File: config.mk
export PLATFORM = sky130hd
export DESIGN_NAME = dac_refresh_sched_flat
export DESIGN_NICKNAME = d
export VERILOG_FILES = /design/src/rtl/dac_sched_pkg.sv /design/src/rtl/dac_refresh_sched_if.sv /design/src/rtl/dac_ch_picker.sv /design/src/rtl/dac_refresh_sched.sv /design/src/flat_wrapper.sv
export SDC_FILE = /design/constraint.sdc
export NUM_CORES = 1
export LEC_CHECK = 0
export CORE_ASPECT_RATIO = 1.4
export CORE_MARGIN = 2
export CORE_UTILIZATION = 54
export CTS_CLUSTER_SIZE = 14
export DETAILED_ROUTE_END_ITERATION = 10
export GPL_TIMING_DRIVEN = 0
export HOLD_SLACK_MARGIN = 0.02
export PLACE_DENSITY = 0.74
export SYNTH_ARGS = -nofsm -noshare
export SYNTH_HDL_FRONTEND = slang
export SYNTH_HIERARCHICAL = 1
export SYNTH_SLANG_ARGS = --single-unit
export TNS_END_PERCENT = 10
File: constraint.sdc
create_clock -name clk -period 2.8 [get_ports clk]
set_input_delay 0.84 -clock clk [delete_from_list [all_inputs] [get_ports clk]]
set_output_delay 0.84 -clock clk [all_outputs]
set_load 0.05 [all_outputs]
File: src/rtl/dac_sched_pkg.sv
// Shared types and constants for the DAC refresh scheduler: FSM states,
// AD5320 frame layout and default sizing.
package dac_sched_pkg;

  localparam int N_CH_DEF = 8;
  localparam int DW_DEF   = 12;
  localparam int CH_W     = 3;

  localparam int FRM_W    = 16;
  localparam int CTRL_MSB = 15;
  localparam int CTRL_LSB = 14;
  localparam int PD_MSB   = 13;
  localparam int PD_LSB   = 12;
  localparam int CODE_MSB = 11;
  localparam int CODE_W   = 12;

  localparam logic [1:0] PD_NORMAL = 2'b00;
  localparam logic [1:0] PD_1K     = 2'b01;
  localparam logic [1:0] PD_100K   = 2'b10;
  localparam logic [1:0] PD_HIZ    = 2'b11;

  typedef enum logic [2:0] {
    S_IDLE,
    S_SELECT,
    S_LOAD,
    S_WAIT_SPI,
    S_SETTLE,
    S_ISOLATE
  } state_t;

  function automatic logic [FRM_W-1:0] ad5320_frame(input logic [1:0] pd,
                                                    input logic [CODE_W-1:0] code);
    logic [FRM_W-1:0] f;
    f = '0;
    f[CTRL_MSB:CTRL_LSB] = 2'b00;
    f[PD_MSB:PD_LSB]     = pd;
    f[CODE_MSB:0]        = code;
    return f;
  endfunction

endpackage

File: src/rtl/dac_refresh_sched_if.sv
// Register-write and SPI-serializer handshake bundle for dac_refresh_sched.
interface dac_refresh_sched_if
  import dac_sched_pkg::*;
#(
  parameter int DW = DW_DEF
);
  logic            wr_valid;
  logic [CH_W-1:0] wr_ch;
  logic [DW-1:0]   wr_data;
  logic            spi_start;
  logic [15:0]     spi_word;
  logic            spi_done;

  modport master (output wr_valid, wr_ch, wr_data, spi_done,
                  input  spi_start, spi_word);
  modport slave  (input  wr_valid, wr_ch, wr_data, spi_done,
                  output spi_start, spi_word);
endinterface

File: src/rtl/dac_ch_picker.sv
// Picks the next channel to service: lowest-index dirty channel, otherwise
// the round-robin pointer.
module dac_ch_picker
  import dac_sched_pkg::*;
#(
  parameter int N_CH = N_CH_DEF
) (
  input  logic [N_CH-1:0] dirty,
  input  logic [CH_W-1:0] rr_ptr,
  output logic [CH_W-1:0] ch,
  output logic            any_dirty
);

  // Scan downwards so the lowest set index is the one left standing.
  always_comb begin
    ch        = rr_ptr;
    any_dirty = 1'b0;
    for (int i = N_CH - 1; i >= 0; i--) begin
      if (dirty[i]) begin
        ch        = CH_W'(i);
        any_dirty = 1'b1;
      end
    end
  end

endmodule

File: src/rtl/dac_refresh_sched.sv
// Refreshes N_CH sample-and-hold channels behind a 74HC4051 from one AD5320:
// dirty channels first, otherwise round-robin.
//
// state      | meaning
// S_IDLE     | waiting for en, mux isolated
// S_SELECT   | mux isolated, pos switched to chosen channel
// S_LOAD     | spi_start pulse, frame latched, dirty cleared
// S_WAIT_SPI | waiting for spi_done or timeout
// S_SETTLE   | mux enabled, hold cap charging
// S_ISOLATE  | mux isolated again, advance round-robin
module dac_refresh_sched
  import dac_sched_pkg::*;
#(
  parameter int N_CH        = N_CH_DEF,
  parameter int DW          = DW_DEF,
  parameter int SETTLE_CYC  = 64,
  parameter int TIMEOUT_CYC = 1024,
  parameter int RST_CODE    = 2048
) (
  input  logic                clk,
  input  logic                rst_n,
  input  logic                en,
  dac_refresh_sched_if.slave  bus,
  output logic [CH_W-1:0]     pos,
  output logic                mux_inh,
  output logic                busy,
  output logic                err
);

  localparam int CNT_MAX = (TIMEOUT_CYC > SETTLE_CYC) ? TIMEOUT_CYC : SETTLE_CYC;
  localparam int CNT_W   = $clog2(CNT_MAX + 1);

  state_t            state, state_nxt;
  logic [CNT_W-1:0]  cnt, cnt_nxt;
  logic [CH_W-1:0]   ch, ch_nxt;
  logic [CH_W-1:0]   rr_ptr, rr_adv, pick_ch;
  logic              rr_pick, rr_pick_nxt, any_dirty;
  logic [DW-1:0]     regs [N_CH];
  logic [N_CH-1:0]   dirty;
  logic [DW-1:0]     fwd_code;
  logic [FRM_W-1:0]  word_nxt;
  logic              set_err, clr_dirty, redirty;

  // Only channels chosen for refresh move the pointer, so dirty traffic
  // does not skip anyone in the refresh rotation.
  assign rr_adv = (state == S_ISOLATE && rr_pick) ?
                  ((rr_ptr == CH_W'(N_CH - 1)) ? '0 : rr_ptr + 1'b1) : rr_ptr;

  dac_ch_picker #(.N_CH(N_CH)) u_picker (
    .dirty     (dirty),
    .rr_ptr    (rr_adv),
    .ch        (pick_ch),
    .any_dirty (any_dirty)
  );

  // A write landing in SELECT must reach the frame, or its dirty bit would
  // be cleared in LOAD with the stale code sent.
  assign fwd_code = (bus.wr_valid && bus.wr_ch == ch) ? bus.wr_data : regs[ch];

  assign mux_inh       = (state != S_SETTLE);
  assign busy          = (state != S_IDLE);
  assign bus.spi_start = (state == S_LOAD);
  assign pos           = ch;

  always_comb begin
    state_nxt   = state;
    cnt_nxt     = cnt;
    ch_nxt      = ch;
    rr_pick_nxt = rr_pick;
    word_nxt    = bus.spi_word;
    set_err     = 1'b0;
    clr_dirty   = 1'b0;
    redirty     = 1'b0;
    case (state)
      S_IDLE: begin
        if (en) begin
          state_nxt   = S_SELECT;
          ch_nxt      = pick_ch;
          rr_pick_nxt = !any_dirty;
        end
      end
      S_SELECT: begin
        state_nxt = S_LOAD;
        word_nxt  = ad5320_frame(PD_NORMAL, CODE_W'(fwd_code));
      end
      S_LOAD: begin
        state_nxt = S_WAIT_SPI;
        clr_dirty = 1'b1;
        cnt_nxt   = CNT_W'(TIMEOUT_CYC - 1);
      end
      S_WAIT_SPI: begin
        if (bus.spi_done) begin
          state_nxt = S_SETTLE;
          cnt_nxt   = CNT_W'(SETTLE_CYC - 1);
        end else if (cnt == '0) begin
          state_nxt = S_ISOLATE;
          set_err   = 1'b1;
          redirty   = 1'b1;
        end else begin
          cnt_nxt = cnt - 1'b1;
        end
      end
      S_SETTLE: begin
        if (cnt == '0) state_nxt = S_ISOLATE;
        else           cnt_nxt   = cnt - 1'b1;
      end
      S_ISOLATE: begin
        if (en) begin
          state_nxt   = S_SELECT;
          ch_nxt      = pick_ch;
          rr_pick_nxt = !any_dirty;
        end else begin
          state_nxt = S_IDLE;
        end
      end
      default: state_nxt = S_IDLE;
    endcase
  end

  always_ff @(posedge clk or negedge rst_n) begin
    if (!rst_n) begin
      state        <= S_IDLE;
      cnt          <= '0;
      ch           <= '0;
      rr_ptr       <= '0;
      rr_pick      <= 1'b0;
      bus.spi_word <= '0;
      err          <= 1'b0;
    end else begin
      state        <= state_nxt;
      cnt          <= cnt_nxt;
      ch           <= ch_nxt;
      rr_ptr       <= rr_adv;
      rr_pick      <= rr_pick_nxt;
      bus.spi_word <= word_nxt;
      err          <= err | set_err;
    end
  end

  // The host write is last so it wins over a same-cycle clear.
  always_ff @(posedge clk or negedge rst_n) begin
    if (!rst_n) begin
      for (int i = 0; i < N_CH; i++) regs[i] <= DW'(RST_CODE);
      dirty <= '1;
    end else begin
      if (clr_dirty) dirty[ch] <= 1'b0;
      if (redirty)   dirty[ch] <= 1'b1;
      if (bus.wr_valid && int'(bus.wr_ch) < N_CH) begin
        regs[bus.wr_ch]  <= bus.wr_data;
        dirty[bus.wr_ch] <= 1'b1;
      end
    end
  end

endmodule

File: src/flat_wrapper.sv
// flat-port wrapper written by rule: the top's interface ports become plain ports
module dac_refresh_sched_flat import dac_sched_pkg::*;
#(
  parameter int N_CH        = N_CH_DEF,
  parameter int DW          = DW_DEF,
  parameter int SETTLE_CYC  = 64,
  parameter int TIMEOUT_CYC = 1024,
  parameter int RST_CODE    = 2048
)
  (clk, rst_n, en, pos, mux_inh, busy, err, bus_wr_valid, bus_wr_ch, bus_wr_data, bus_spi_done, bus_spi_start, bus_spi_word);
  dac_refresh_sched_if #(.DW(DW)) bus_i ();
  input  logic clk;
  input  logic rst_n;
  input  logic en;
  output logic [CH_W-1:0] pos;
  output logic mux_inh;
  output logic busy;
  output logic err;
  input wire logic [$bits(bus_i.wr_valid)-1:0] bus_wr_valid;
  input wire logic [$bits(bus_i.wr_ch)-1:0] bus_wr_ch;
  input wire logic [$bits(bus_i.wr_data)-1:0] bus_wr_data;
  input wire logic [$bits(bus_i.spi_done)-1:0] bus_spi_done;
  output wire logic [$bits(bus_i.spi_start)-1:0] bus_spi_start;
  output wire logic [$bits(bus_i.spi_word)-1:0] bus_spi_word;
  assign bus_i.wr_valid = bus_wr_valid;
  assign bus_i.wr_ch = bus_wr_ch;
  assign bus_i.wr_data = bus_wr_data;
  assign bus_i.spi_done = bus_spi_done;
  assign bus_spi_start = bus_i.spi_start;
  assign bus_spi_word = bus_i.spi_word;
  dac_refresh_sched #(.N_CH(N_CH), .DW(DW), .SETTLE_CYC(SETTLE_CYC), .TIMEOUT_CYC(TIMEOUT_CYC), .RST_CODE(RST_CODE)) u_core (.clk(clk), .rst_n(rst_n), .en(en), .bus(bus_i), .pos(pos), .mux_inh(mux_inh), .busy(busy), .err(err));
endmodule
After elaboration in Yosys (flattened, before gate mapping)

Index checks and enable logic that the tools add are counted.

Add/subtract/negate cells: 2
Multiply operators: 0
Div/mod/pow operators: 0
Magnitude comparators: 7
Equal/unequal tests: 9
Shifts and indexed selects: 0
Mux-type cells: 44
Bitwise logic cells: 7
Reduce and logical (&&, ||, !) cells: 12

Operators with widths:

| operator                                                                             | count |
|---|---|
| 96-bit bitwise mux                                                                   | 1 |
| 12-bit 2-to-1 mux                                                                    | 4 |
| 3-bit 2-to-1 mux                                                                     | 13 |
| 12-bit binary-select mux with 3-bit select                                           | 1 |
| 12-bit demux with 3-bit select                                                       | 1 |
| 11-bit case mux with 3 select lines                                                  | 1 |
| 8-bit 2-to-1 mux                                                                     | 3 |
| 11-bit 2-to-1 mux                                                                    | 2 |
| 3-bit case mux with 6 select lines                                                   | 1 |
| 8-bit bitwise OR                                                                     | 2 |
| 1-bit 2-to-1 mux                                                                     | 15 |
| 11-bit logical NOT                                                                   | 1 |
| 11-bit by 1-bit subtractor with 11-bit output (second input constant)                | 1 |
| 3-bit equality test (second input constant)                                          | 3 |
| 8-bit AND                                                                            | 1 |
| 4-bit greater-or-equal comparator (second input constant)                            | 2 |
| 3-bit by 4-bit less-than comparator with 1-bit output (second input constant)        | 2 |
| 3-bit inverter with 4-bit output                                                     | 2 |
| 8-bit inverter                                                                       | 1 |
| 1-bit demux with 3-bit select                                                        | 2 |
| 3-bit by 2-bit equality test with 1-bit output (second input constant)               | 2 |
| 3-bit by 1-bit greater-or-equal comparator with 1-bit output (second input constant) | 2 |
| 3-bit nonzero test                                                                   | 2 |
| 1-bit logical AND                                                                    | 5 |
| other kinds (11)                                                                     | 11 |

Flip-flop bits (word level): 138
Bits in latches: 0
Bits in writable memories: 0
Memory bits (read-only): 0
Output and inout port bits: 23
Word-level logic and storage cells: 97
Memories: 0

Longest topological paths before layout

Depth after elaboration: 11
Gate-level depth with buffers: 9
Depth with buffers taken out: 8

Modules after synthesis

The synthesis kept the hierarchy.

Modules (own cells, without submodules):

| module            | times used | cells an instance | area each (sq um) | sequential area each (sq um) |
|---|---|---|---|---|
| dac_refresh_sched | 1          | 523               | 6,815.3           | 3,473.3 |
| dac_ch_picker     | 1          | 15                | 96.3              | 0.0 |

Least setup slack after synthesis

No wires, ideal clock.

Kind: register to output
Start: reg u_core.state[1]
End: out bus_spi_start
Arrival time: 2.013 ns
Data required time: 1.960 ns
Path slack: -0.053 ns
Cell stages (with the launch flop): 3
Cell sequence: dfrtp_1 > clkbuf_1 > nor3b_1

Word-level cells in the longest chain between the ends: 1

Ends and longest elaborated chain:

| element                                        | line                     | text |
|---|---|---|
| start, declared                                | dac_refresh_sched.sv:33  | `state_t state, state_nxt;` |
| start signal, assigned                         | dac_refresh_sched.sv:130 | `state <= state_nxt;` |
| 3-bit by 2-bit equality test with 1-bit output | dac_refresh_sched.sv:62  | `assign bus.spi_start = (state == S_LOAD);` |
| end, declared                                  | flat_wrapper.sv:23       | `output wire logic [$bits(bus_i.spi_start)-1:0] bus_spi_start;` |

Every way passes these cells.

Worst setup path in the final report

Start: in bus_wr_ch[1]
End: reg u_core/regs[88] in the netlist's numbering

Word-level cells in the longest chain between the ends: 6
Elaborated cells on any way between the ends: 7
Those cells by class: order compare (2); mux (3); bitwise (1); reduce/logical (1)

Ends and longest elaborated chain:

| element                                                                                                                                 | line                     | text |
|---|---|---|
| start, declared                                                                                                                         | flat_wrapper.sv:20       | `input wire logic [$bits(bus_i.wr_ch)-1:0] bus_wr_ch;` |
| 3-bit inverter with 4-bit output (implied by the code) (*)                                                                              | dac_refresh_sched.sv:149 | `regs[bus.wr_ch] <= bus.wr_data;` |
| 4-bit greater-or-equal comparator (implied by the code) / 4-bit by 1-bit less-than comparator with 1-bit output (equally long branches) | dac_refresh_sched.sv:149 |  |
| 1-bit logical AND (implied by the code)                                                                                                 | dac_refresh_sched.sv:149 |  |
| 12-bit 2-to-1 mux (implied by the code)                                                                                                 | dac_refresh_sched.sv:149 |  |
| 12-bit demux with 3-bit select (*)                                                                                                      | dac_refresh_sched.sv:149 |  |
| 96-bit bitwise mux (*)                                                                                                                  | dac_refresh_sched.sv:149 |  |
| end signal, assigned by index                                                                                                           | dac_refresh_sched.sv:149 |  |
| end, declared                                                                                                                           | dac_refresh_sched.sv:38  | `logic [DW-1:0] regs [N_CH];` |

Every way passes the cells marked *; elsewhere a longest branch is shown, timed or not.
A chain may end at the register's enable or synchronous reset.

==> results.sh <==
export IMPL_clock_latency_ns=0.41
export IMPL_worst_slew_pin_slew_ns=0.8800
export IMPL_hp_class="in2async"
export IMPL_fin_setup_tns_ns=0
export IMPL_synth_top_area_share_pct=44.17
export IMPL_synth_seq_cells=138
export IMPL_n_fill_cell=891
export IMPL_dr_first_iter_drc_count=295
export IMPL_outcome="finished clean"
export IMPL_cts_tree="yes"
export IMPL_cap_violations=0
export IMPL_setup_viol=0
export IMPL_die_x_um=99.62
export IMPL_yosysUniqueCellTypes=75
export IMPL_grt_max_degree=94
export IMPL_wl_met3_um=530
export IMPL_worstReg2RegEnd="u_core/pos[1]"
export IMPL_worst_path_max_fanout=10
export IMPL_dr_wl_met2_um=8950
export IMPL_met1Wirelength_um=6482
export IMPL_vdd_ir_drop_max_uv=517.9
export IMPL_clock_root_buffer="clkbuf_16"
export IMPL_power_density_nw_per_um2=1038
export IMPL_areaGrowthSynthToFinish_pct=17.58
export IMPL_synth_edff_count=0
export IMPL_worstPathArrival_ns=3.02
export IMPL_slew_headroom_pct=41.34
export IMPL_setup_ws_ns=0.06629
export IMPL_multi_input_area_um2=3267
export IMPL_synth_area_um2=6912
export IMPL_maxSlewViolCount=0
export IMPL_row_count=48
export IMPL_synth_area_leaders="dfrtp_1, mux2_2, mux4_2"
export IMPL_via_per_inst=6.263
export IMPL_dr_pass1_iters=4
export IMPL_clock_path_buffers=2
export IMPL_start_kind="input pin"
export IMPL_skew_ns=0.006657
export IMPL_yosysMostFrequentCell="dfrtp_1"
export IMPL_cts_sinks=138
export IMPL_yosysTopAreaCell="dfrtp_1"
export IMPL_coreArea_um2=12430
export IMPL_min_period_ns=2.734
export IMPL_regArea_um2=3473
export IMPL_end_kind="register"
export IMPL_overflow=0
export IMPL_cts_buffers=17
export IMPL_wl_per_cell_um=21.61
export IMPL_wirelength_um=16420
export IMPL_synthFlopType="dfrtp_1"
export IMPL_cts_resized=12
export IMPL_reg2regPathDepth=7
export IMPL_grt_pass1_vias=5233
export IMPL_rsz0062_at_grt="no"
export IMPL_ios=43
export IMPL_dpl_hpwl_um=11120
export IMPL_layout_drive_gt1_share_pct=34.26
export IMPL_final_period_utilization_pct=97.63
export IMPL_antenna_left=0
export IMPL_fin_nets=621
export IMPL_cts_setup_buffers=0
export IMPL_hold_viol_final=0
export IMPL_die_h_um=137.9
export IMPL_ctsHoldBuffers=0
export IMPL_fmax_mhz=365.8
export IMPL_clkTransAtPathRegs_ns=0.06
export IMPL_vias=4760
export IMPL_syn_inst=538
export IMPL_syn_area_per_cell_um2=12.85
export IMPL_synthTopCellsByCount="dfrtp_1, mux2_2, nor2_1"
export IMPL_antenna_found_initial=0
export IMPL_port_buffers=36
export IMPL_ff2ff_setup_slack_ns=0.26
export IMPL_grt_use_total_pct=25.25
export IMPL_grt_first_pass_wirelength_um=26400
export IMPL_htreeDepth=4
export IMPL_synth_async_reset_ratio_pct=100.0
export IMPL_required_ns=3.09
export IMPL_r2r_start="u_core/state[0]"
export IMPL_dp_slack_ns=-0.7471
export IMPL_place_gp_congestion=0.8956
export IMPL_critPathKind="in2reg"
export IMPL_initial_core_util_pct=55.60
export IMPL_routed_top_layer="met4"
export IMPL_yosys_warnings=6
export IMPL_leakagePower_nw=3.306
export IMPL_diodes=0
export IMPL_dieArea_um2=13730
export IMPL_yosysSeqAreaShare_pct=50.25
export IMPL_drc=0
## logic make-up (layout without fill, tap and decap cells)
family	Yosys count	in the layout	synth area share, %
other cells	1	4	0.05426
buf+inv	49	118	3.150
compound gates	88	88	9.812
mux	135	135	24.98
fa+ha+maj	5	5	0.8690
simple gates	118	118	10.37
flops	138	138	50.25
xor+xnor	4	4	0.5070
## metrics by stage
step           power, mW  hold slack, ns  instance area [um^2]  util [%]  std cells
6_report           8.437          0.3427                  8127     65.37        760
4_1_cts            8.468          0.3519                  8132     65.41        760
2_1_floorplan      5.234          0.4712                  6928         -        541
3_5_place_dp       6.167          0.4529                  7505     60.37        728
5_1_grt            8.871          0.3736                  8127     65.37        760
3_3_place_gp       6.039          0.4560                  7476     60.13        727
## metal layers
layer / global-route usage [%] / vias to the layer above
met5: 0 / -
met4: 12.94 / 0
met3: 4.335 / 34
met2: 45.50 / 117
met1: 28.73 / 2465
li1: - / 2144
## worst max-delay path: stages
cell and delay, ns:
clkdlybuf4s50_1 0.55, nand2b_1 0.24, nor3_1 0.53, clkbuf_2 0.46, mux2_2 0.39
## worst max-delay path by stage
stage / slack [ns] / start / cells past startpoint / endpoint
finish: 0.07 / bus_wr_ch[1] / 5 / u_core/regs[88]
global route: 0.008 / u_core/state[2] / 4 / busy
CTS: -0.1 / u_core/state[1] / 3 / bus_spi_start
detailed placement: -0.75 / bus_wr_ch[1] / 5 / u_core/regs[70]
global placement: -4.37 / rst_n / 1 / u_core/bus.spi_word[7]
floorplan: 0.48 / u_core/state[1] / 2 / bus_spi_start
## flip-flops by register name (all words and copies together) (netlist names)
name,cells
u_core/pos,3
u_core/state,3
u_core/bus.spi_word,12
u_core/dirty,8
u_core/rr_pick,1
u_core/rr_ptr,3
u_core/cnt,11
u_core/err,1
u_core/regs,96
## where the power goes
group	leakage, nW	internal (mW)	switching (mW)
registers	1.63	2.59	0.416
clock network	0.287	1.42	0.826
logic	1.39	1.41	1.76
total	3.31	5.43	3.01
## cells in the final DEF, fill, tap and decap left out, types with 4 or more instances in the layout
cell	synthesis	layout
dfrtp_1	122	122
mux2_2	100	100
clkdlybuf4s50_1	0	32
nand2_1	23	23
nor2_1	24	23
mux4_2	20	20
clkbuf_16	0	17
clkbuf_1	17	17
o21ai_0	17	17
dfstp_2	16	16
mux2i_1	15	15
a221o_1	12	12
inv_1	12	12
buf_2	9	10
nor2b_1	9	9
a21oi_1	9	9
nand2b_1	8	8
o211ai_1	7	7
nor3_1	8	7
buf_1	6	6
and3_1	6	6
clkbuf_2	0	4
nand3_1	4	4
a211oi_1	4	4
ha_1	4	4
buf_4	4	4
conb_1	1	4
## layout make-up
class                           instances  area share, %
Sequential cell                       138          42.74
Multi-Input combinational cell        354          40.20
Clock buffer                           21          5.543
Timing Repair Buffer                   37          4.681
Tap cell                              150          2.309
Buffer                                 37          2.171
Clock inverter                         11          1.801
Inverter                               12         0.5543
Power figures use the tool's default switching activity.
